===== src/rtl/hpu_pkg.sv =====
// ============================================================================
// Module : hpu_pkg
// Brief  : Shared types and constants for the hypervector majority sequencer.
// Rev    : 1.0
// ============================================================================
`timescale 1ns/1ps
`default_nettype none

package hpu_pkg;

    typedef enum logic [2:0] {
        S_IDLE    = 3'd0,
        S_CLEAR   = 3'd1,
        S_ACCUM   = 3'd2,
        S_TIE     = 3'd3,
        S_DRAIN   = 3'd4,
        S_CAPTURE = 3'd5,
        S_OUT     = 3'd6
    } state_t;

    typedef logic [29:0] count_t;

    // Primitive polynomial x^1024 + x^1015 + x^1002 + x^1001 + 1 (bit n-1 holds tap n).
    localparam logic [1023:0] c_LFSR_TAPS_1024 = (1024'(1) << 1023) | (1024'(1) << 1014)
                                               | (1024'(1) << 1001) | (1024'(1) << 1000);

    function automatic logic [1023:0] lfsr_taps(input int width);
        logic [1023:0] t;
        t = '0;
        case (width)
            8:       begin t[7] = 1'b1;  t[5] = 1'b1;  t[4] = 1'b1;  t[3] = 1'b1;  end
            16:      begin t[15] = 1'b1; t[14] = 1'b1; t[12] = 1'b1; t[3] = 1'b1;  end
            32:      begin t[31] = 1'b1; t[21] = 1'b1; t[1] = 1'b1;  t[0] = 1'b1;  end
            64:      begin t[63] = 1'b1; t[62] = 1'b1; t[60] = 1'b1; t[59] = 1'b1; end
            default: t = c_LFSR_TAPS_1024;
        endcase
        return t;
    endfunction

endpackage

`default_nettype wire


===== src/rtl/hv_lfsr.sv =====
// ============================================================================
// Module : hv_lfsr
// Brief  : Fibonacci LFSR producing the tie-break hypervector; advances on step.
// Rev    : 1.0
// ============================================================================
`timescale 1ns/1ps
`default_nettype none

module hv_lfsr
    import hpu_pkg::*;
#(
    parameter int               WIDTH = 1024,
    parameter logic [WIDTH-1:0] SEED  = '1
) (
    input  logic             clk,
    input  logic             rst,
    input  logic             step,
    output logic [WIDTH-1:0] q
);

    localparam logic [1023:0]      c_TAPS_FULL = lfsr_taps(WIDTH);
    localparam logic [WIDTH-1:0]   c_TAPS      = c_TAPS_FULL[WIDTH-1:0];

    always_ff @(posedge clk or negedge rst) begin
        if (!rst) begin
            q <= SEED;
        end else if (step) begin
            q <= {q[WIDTH-2:0], ^(q & c_TAPS)};
        end
    end

endmodule

`default_nettype wire


===== src/rtl/majority_seq.sv =====
// ============================================================================
// Module : majority_seq
// Brief  : Job sequencer driving the bundling counter array and result handshake.
// Rev    : 1.0
// ============================================================================
`timescale 1ns/1ps
`default_nettype none

module majority_seq
    import hpu_pkg::*;
#(
    parameter int             DIM      = 1023,
    parameter int             SIGN_LAT = 2,
    parameter logic [DIM:0]   SEED     = '1
) (
    input  logic         clk,
    input  logic         rst,
    input  logic         start,
    input  count_t       num_hv,
    input  logic         core_valid,
    output logic         core_ready,
    output logic         clr,
    output logic         store,
    output logic         tmp_even,
    output logic [DIM:0] tmp_rand,
    output logic         stream_v,
    output logic         out_valid,
    input  logic         out_ready,
    output logic         busy,
    output logic         done,
    output logic         err
);

    localparam int       c_WAIT_W    = (SIGN_LAT > 1) ? $clog2(SIGN_LAT) : 1;
    localparam int       c_WAIT_INIT_I = (SIGN_LAT > 0) ? SIGN_LAT - 1 : 0;
    localparam logic [c_WAIT_W-1:0] c_WAIT_INIT = c_WAIT_W'(c_WAIT_INIT_I);
    // With no sign latency the last counter update goes straight to CAPTURE.
    localparam logic     c_SKIP_DRAIN = (SIGN_LAT == 0);
    localparam state_t   c_POST_UPD   = c_SKIP_DRAIN ? S_CAPTURE : S_DRAIN;

    state_t              r_state;
    count_t              r_num_hv;
    count_t              r_remaining;
    logic [c_WAIT_W-1:0] r_wait;
    logic                w_accept;

    assign core_ready = (r_state == S_ACCUM);
    assign store      = core_ready & core_valid;
    assign w_accept   = (r_state == S_IDLE) & start & (num_hv != '0);

    hv_lfsr #(
        .WIDTH (DIM + 1),
        .SEED  (SEED)
    ) u_lfsr (
        .clk   (clk),
        .rst   (rst),
        .step  (w_accept),
        .q     (tmp_rand)
    );

    always_ff @(posedge clk or negedge rst) begin
        if (!rst) begin
            r_state     <= S_IDLE;
            r_num_hv    <= '0;
            r_remaining <= '0;
            r_wait      <= '0;
            clr         <= 1'b0;
            tmp_even    <= 1'b0;
            stream_v    <= 1'b0;
            out_valid   <= 1'b0;
            busy        <= 1'b0;
            done        <= 1'b0;
            err         <= 1'b0;
        end else begin
            clr      <= 1'b0;
            tmp_even <= 1'b0;
            stream_v <= 1'b0;
            done     <= 1'b0;
            err      <= 1'b0;
            case (r_state)
                S_IDLE: begin
                    if (start) begin
                        if (num_hv != '0) begin
                            r_num_hv <= num_hv;
                            r_state  <= S_CLEAR;
                            clr      <= 1'b1;
                            busy     <= 1'b1;
                        end else begin
                            err <= 1'b1;
                        end
                    end
                end
                S_CLEAR: begin
                    r_remaining <= r_num_hv;
                    r_state     <= S_ACCUM;
                end
                S_ACCUM: begin
                    if (core_valid) begin
                        r_remaining <= r_remaining - count_t'(1);
                        if (r_remaining == count_t'(1)) begin
                            // An even vote count needs one random vote to break ties.
                            if (!r_num_hv[0]) begin
                                r_state  <= S_TIE;
                                tmp_even <= 1'b1;
                            end else begin
                                r_state  <= c_POST_UPD;
                                stream_v <= c_SKIP_DRAIN;
                                r_wait   <= c_WAIT_INIT;
                            end
                        end
                    end
                end
                S_TIE: begin
                    r_state  <= c_POST_UPD;
                    stream_v <= c_SKIP_DRAIN;
                    r_wait   <= c_WAIT_INIT;
                end
                S_DRAIN: begin
                    if (r_wait == '0) begin
                        r_state  <= S_CAPTURE;
                        stream_v <= 1'b1;
                    end else begin
                        r_wait <= r_wait - 1'b1;
                    end
                end
                S_CAPTURE: begin
                    r_state   <= S_OUT;
                    out_valid <= 1'b1;
                end
                S_OUT: begin
                    if (out_ready) begin
                        r_state   <= S_IDLE;
                        out_valid <= 1'b0;
                        busy      <= 1'b0;
                        done      <= 1'b1;
                    end
                end
                default: begin
                    r_state   <= S_IDLE;
                    out_valid <= 1'b0;
                    busy      <= 1'b0;
                end
            endcase
        end
    end

endmodule

`default_nettype wire


===== config.mk =====
export PLATFORM = sky130hd
export DESIGN_NAME = majority_seq
export DESIGN_NICKNAME = d
export VERILOG_FILES = /design/src/rtl/hpu_pkg.sv /design/src/rtl/hv_lfsr.sv /design/src/rtl/majority_seq.sv
export SDC_FILE = /design/constraint.sdc
export NUM_CORES = 2
export LEC_CHECK = 0
export CAP_MARGIN = 20
export CORE_AREA = 2 2 417 419
export DETAILED_ROUTE_END_ITERATION = 16
export DIE_AREA = 0 0 419 421
export GPL_TIMING_DRIVEN = 0
export HOLD_SLACK_MARGIN = 0.05
export PLACE_DENSITY = 0.45
export SLEW_MARGIN = 30
export SYNTH_ARGS = -nofsm -noshare
export SYNTH_HDL_FRONTEND = slang
export SYNTH_SLANG_ARGS = --single-unit

===== constraint.sdc =====
create_clock -name clk -period 6 [get_ports clk]
set_input_delay 1.2 -clock clk [delete_from_list [all_inputs] [get_ports clk]]
set_output_delay 1.2 -clock clk [all_outputs]
set_load 0.02 [all_outputs]

==> flow_summary.ini <==
[clock_network]
ctsHoldBuffers = 0
path_clk_slew_ns = 0.06
postCtsResizedCells = 0
root_buffer = clkbuf_16
clock-sinks = 1095
cts_tree = yes
htree_levels = 4
cts_setup_buffers = 0
cts_buffer_depth = 3
clk_latency_ns = 0.78
numCtsBuffers = 136

[synth]
synth_nets = 4729
synth.yosys.seq_area_share_pct = 66.9
netlist_area_um2 = 42900
postSynthAreaPerCell_um2 = 9.14
postSynthCellCount = 4692
ys.flop_type = dfstp_2
ys_types = 51
synth_edf_count = 0
synthArstFlopShare_pct = 100
synth_area_leaders = dfstp_2, nand2_1, dfrtp_1
synth_seq_cells = 1095
synth_top_area_share_pct = 62.7
synth_top_area_cell = dfstp_2
synth_warnings = 0

[placed_design]
dp_hpwl_um = 128000
portBuffers = 1067
dp_worst_setup_slack_ns = 0.855
gp_congestion = 0.865

[timing]
setup_violations = 0
tns_ns = 0
rsz0062_at_grt = no
worst_clock_skew_ns = 0.0237
hold_violations = 0
min_period_ns = 5.02
max_clock_freq_mhz = 199
worst_pin_slew_ns = 0.946
drv_slew = 0
worst_slack_ns = 0.981
min_period_over_period_pct = 83.7
max-slew-margin-rel_pct = 36.9

[worst_setup_path]
slowest_delay_ns = 0.73
crit_path_end_kind = primary output
slowest_stage = clkdlybuf4s50_1
start_kind = flip-flop
regToRegSetupSlack_ns = 2.81
path_cells = clkbuf_1 > nor2b_1 > nand2_1 > inv_1 > clkbuf_1 > clkbuf_1 > clkdlybuf4s50_1
crit-reg2reg-capture = u_lfsr.q[818]$_DFFE_PN1P_
worstSetupPathType = reg2out
arrival_ns = 3.82
critPathMaxFanout = 10
worst_r2r_path_depth = 10
r2r-start = r_state[0]$_DFFE_PN0P_
worst_ep_required_time_ns = 4.80
cp_common_cell = clkbuf_1

[layout]
area_delta_synth_final_pct = 43.0
layout-drive-gt1-share_pct = 21.5
final_nets = 5946

[hold_path]
holdPathStages = 2
worst_hold_startpoint = u_lfsr.q[469]$_DFFE_PN1P_
hold_class = reg2reg
hold_end = u_lfsr.q[470]$_DFFE_PN1P_

[grt]
first_global_vias = 34400
grt_max_degree = 123
overflow = 0
antenna_found_initial = 2
grt_pass1_wl_um = 245000
grt_use_total_pct = 18.8

[floorplanning]
die_h_um = 421
coreArea_um2 = 172000
placementRows = 153
die_area_um2 = 176000
die_w_um = 419
start_util_pct = 24.9
ioPinCount = 1068

[drt]
drc = 0
via_per_inst = 4.22
via_count = 35200
wl_per_cell_um = 20.3
antenna_left = 0
drt-initial-drc-count = 2227
drt_pass1_iterations = 5
drt_wl_total_um = 169000

[pwr]
ir_worst_vdd_mv = 0.255
cellPowerDensity_nw_per_um2 = 312
p_leak_nw = 26.7

[flow_run]
drv_cap = 0

[outcome]
status = finished, final reports clean
## worst max-delay path: cells and delay by family, from the launching register on
kind          cells  cell delay (ns)
buf+inv           5             2.19
simple gates      2             0.56
flops             1             0.32
## per-stage QoR
step	cells	power, mW	util [%]	instance area (µm²)	hold slack (ns)
after floorplan	4692	9.74	-	42900	0.426
after global placement	8084	11.0	32.8	56500	0.448
after detailed placement	8096	11.1	33.0	56900	0.450
after CTS	8335	19.6	35.6	61300	0.447
after global routing	8335	20.2	35.6	61300	0.466
final	8339	19.2	35.6	61400	0.445
## power breakdown
group | internal, mW | switching, mW
Combinational | 0.665 | 2.39
Clock | 4.96 | 3.29
Sequential | 7.66 | 0.200
Total | 13.3 | 5.88
## cell type report
class | count | area (µm²)
Timing Repair Buffer | 1079 | 11000
Clock buffer | 216 | 4200
Tap cell | 2325 | 2910
Multi-Input combinational cell | 3340 | 13300
Inverter | 8 | 30.0
Buffer | 249 | 950
Antenna cell | 4 | 10.0
Sequential cell | 1095 | 28700
Fill cell | 17600 | 111000
Clock inverter | 23 | 288
## worst max path at each step
stage / startpoint / endpoint / depth (start not counted) / slack [ns]
3_3_place_gp: rst / clr$_DFF_PN0_ / 1 / -48.73
2_1_floorplan: core_valid / store / 4 / 2.86
6_report: r_state[1]$_DFFE_PN0P_ / core_ready / 7 / 0.98
3_5_place_dp: num_hv[12] / u_lfsr.q[989]$_DFFE_PN1P_ / 9 / 0.85
5_1_grt: r_state[1]$_DFFE_PN0P_ / core_ready / 7 / 0.70
4_1_cts: r_state[1]$_DFFE_PN0P_ / core_ready / 7 / 0.91
## kinds of logic (layout without fill, tap and decap cells)
family	Yosys count	in the layout	synth area share, %
simple gates	3188	3188	28.3
flops	1095	1095	66.9
buf+inv	257	1575	2.25
compound gates	113	113	1.53
mux	34	34	0.892
xor+xnor	3	3	0.0613
fa+ha+maj	2	2	0.0583
other cells	0	4	0
## sequential cells by signal (all words and copies together), names as in the netlist
name	cells
stream_v	1
clr	1
u_lfsr.q	1024
tmp_even	1
r_remaining	30
busy	1
r_num_hv	30
r_state	3
done	1
r_wait	1
err	1
out_valid	1
## placed cells by master, fill, tap and decap left out, types with 5 or more instances in the layout
cell and count:
o22ai_1 5, clkbuf_2 10, inv_1 7, nor3_1 13, clkbuf_16 143, nor4_1 14, clkbuf_8 35, clkbuf_1 270
buf_1 5, a21oi_1 42, clkdlybuf4s50_1 1066, dfstp_2 1024, nand3_1 10, nor2_1 27, mux2_2 34, buf_16 13
o21ai_0 38, a2bb2oi_1 5, nand2_1 3088, dfrtp_1 71, and3_1 5, clkinv_2 7
## metal layers
layer / global-route usage [%] / up-vias / wire (µm)
met3: 4.85 / 277 / 9500
met5: 0 / - / 0
met1: 22.0 / 17200 / 66900
li1: - / 16800 / -
met2: 32.0 / 841 / 84000
met4: 9.00 / 0 / 8550
## cells in the mapped netlist (4+ instances only)
cell type	n
a21oi_1	42
a2bb2oi_1	5
and2_1	4
and3_1	5
buf_1	5
clkbuf_1	242
dfrtp_1	71
dfstp_2	1024
inv_1	7
mux2_2	34
nand2_1	3088
nand3_1	10
nand4_1	4
nor2_1	27
nor3_1	13
nor4_1	14
o21ai_0	38
o22ai_1	5
Power figures use the tool's default switching activity.
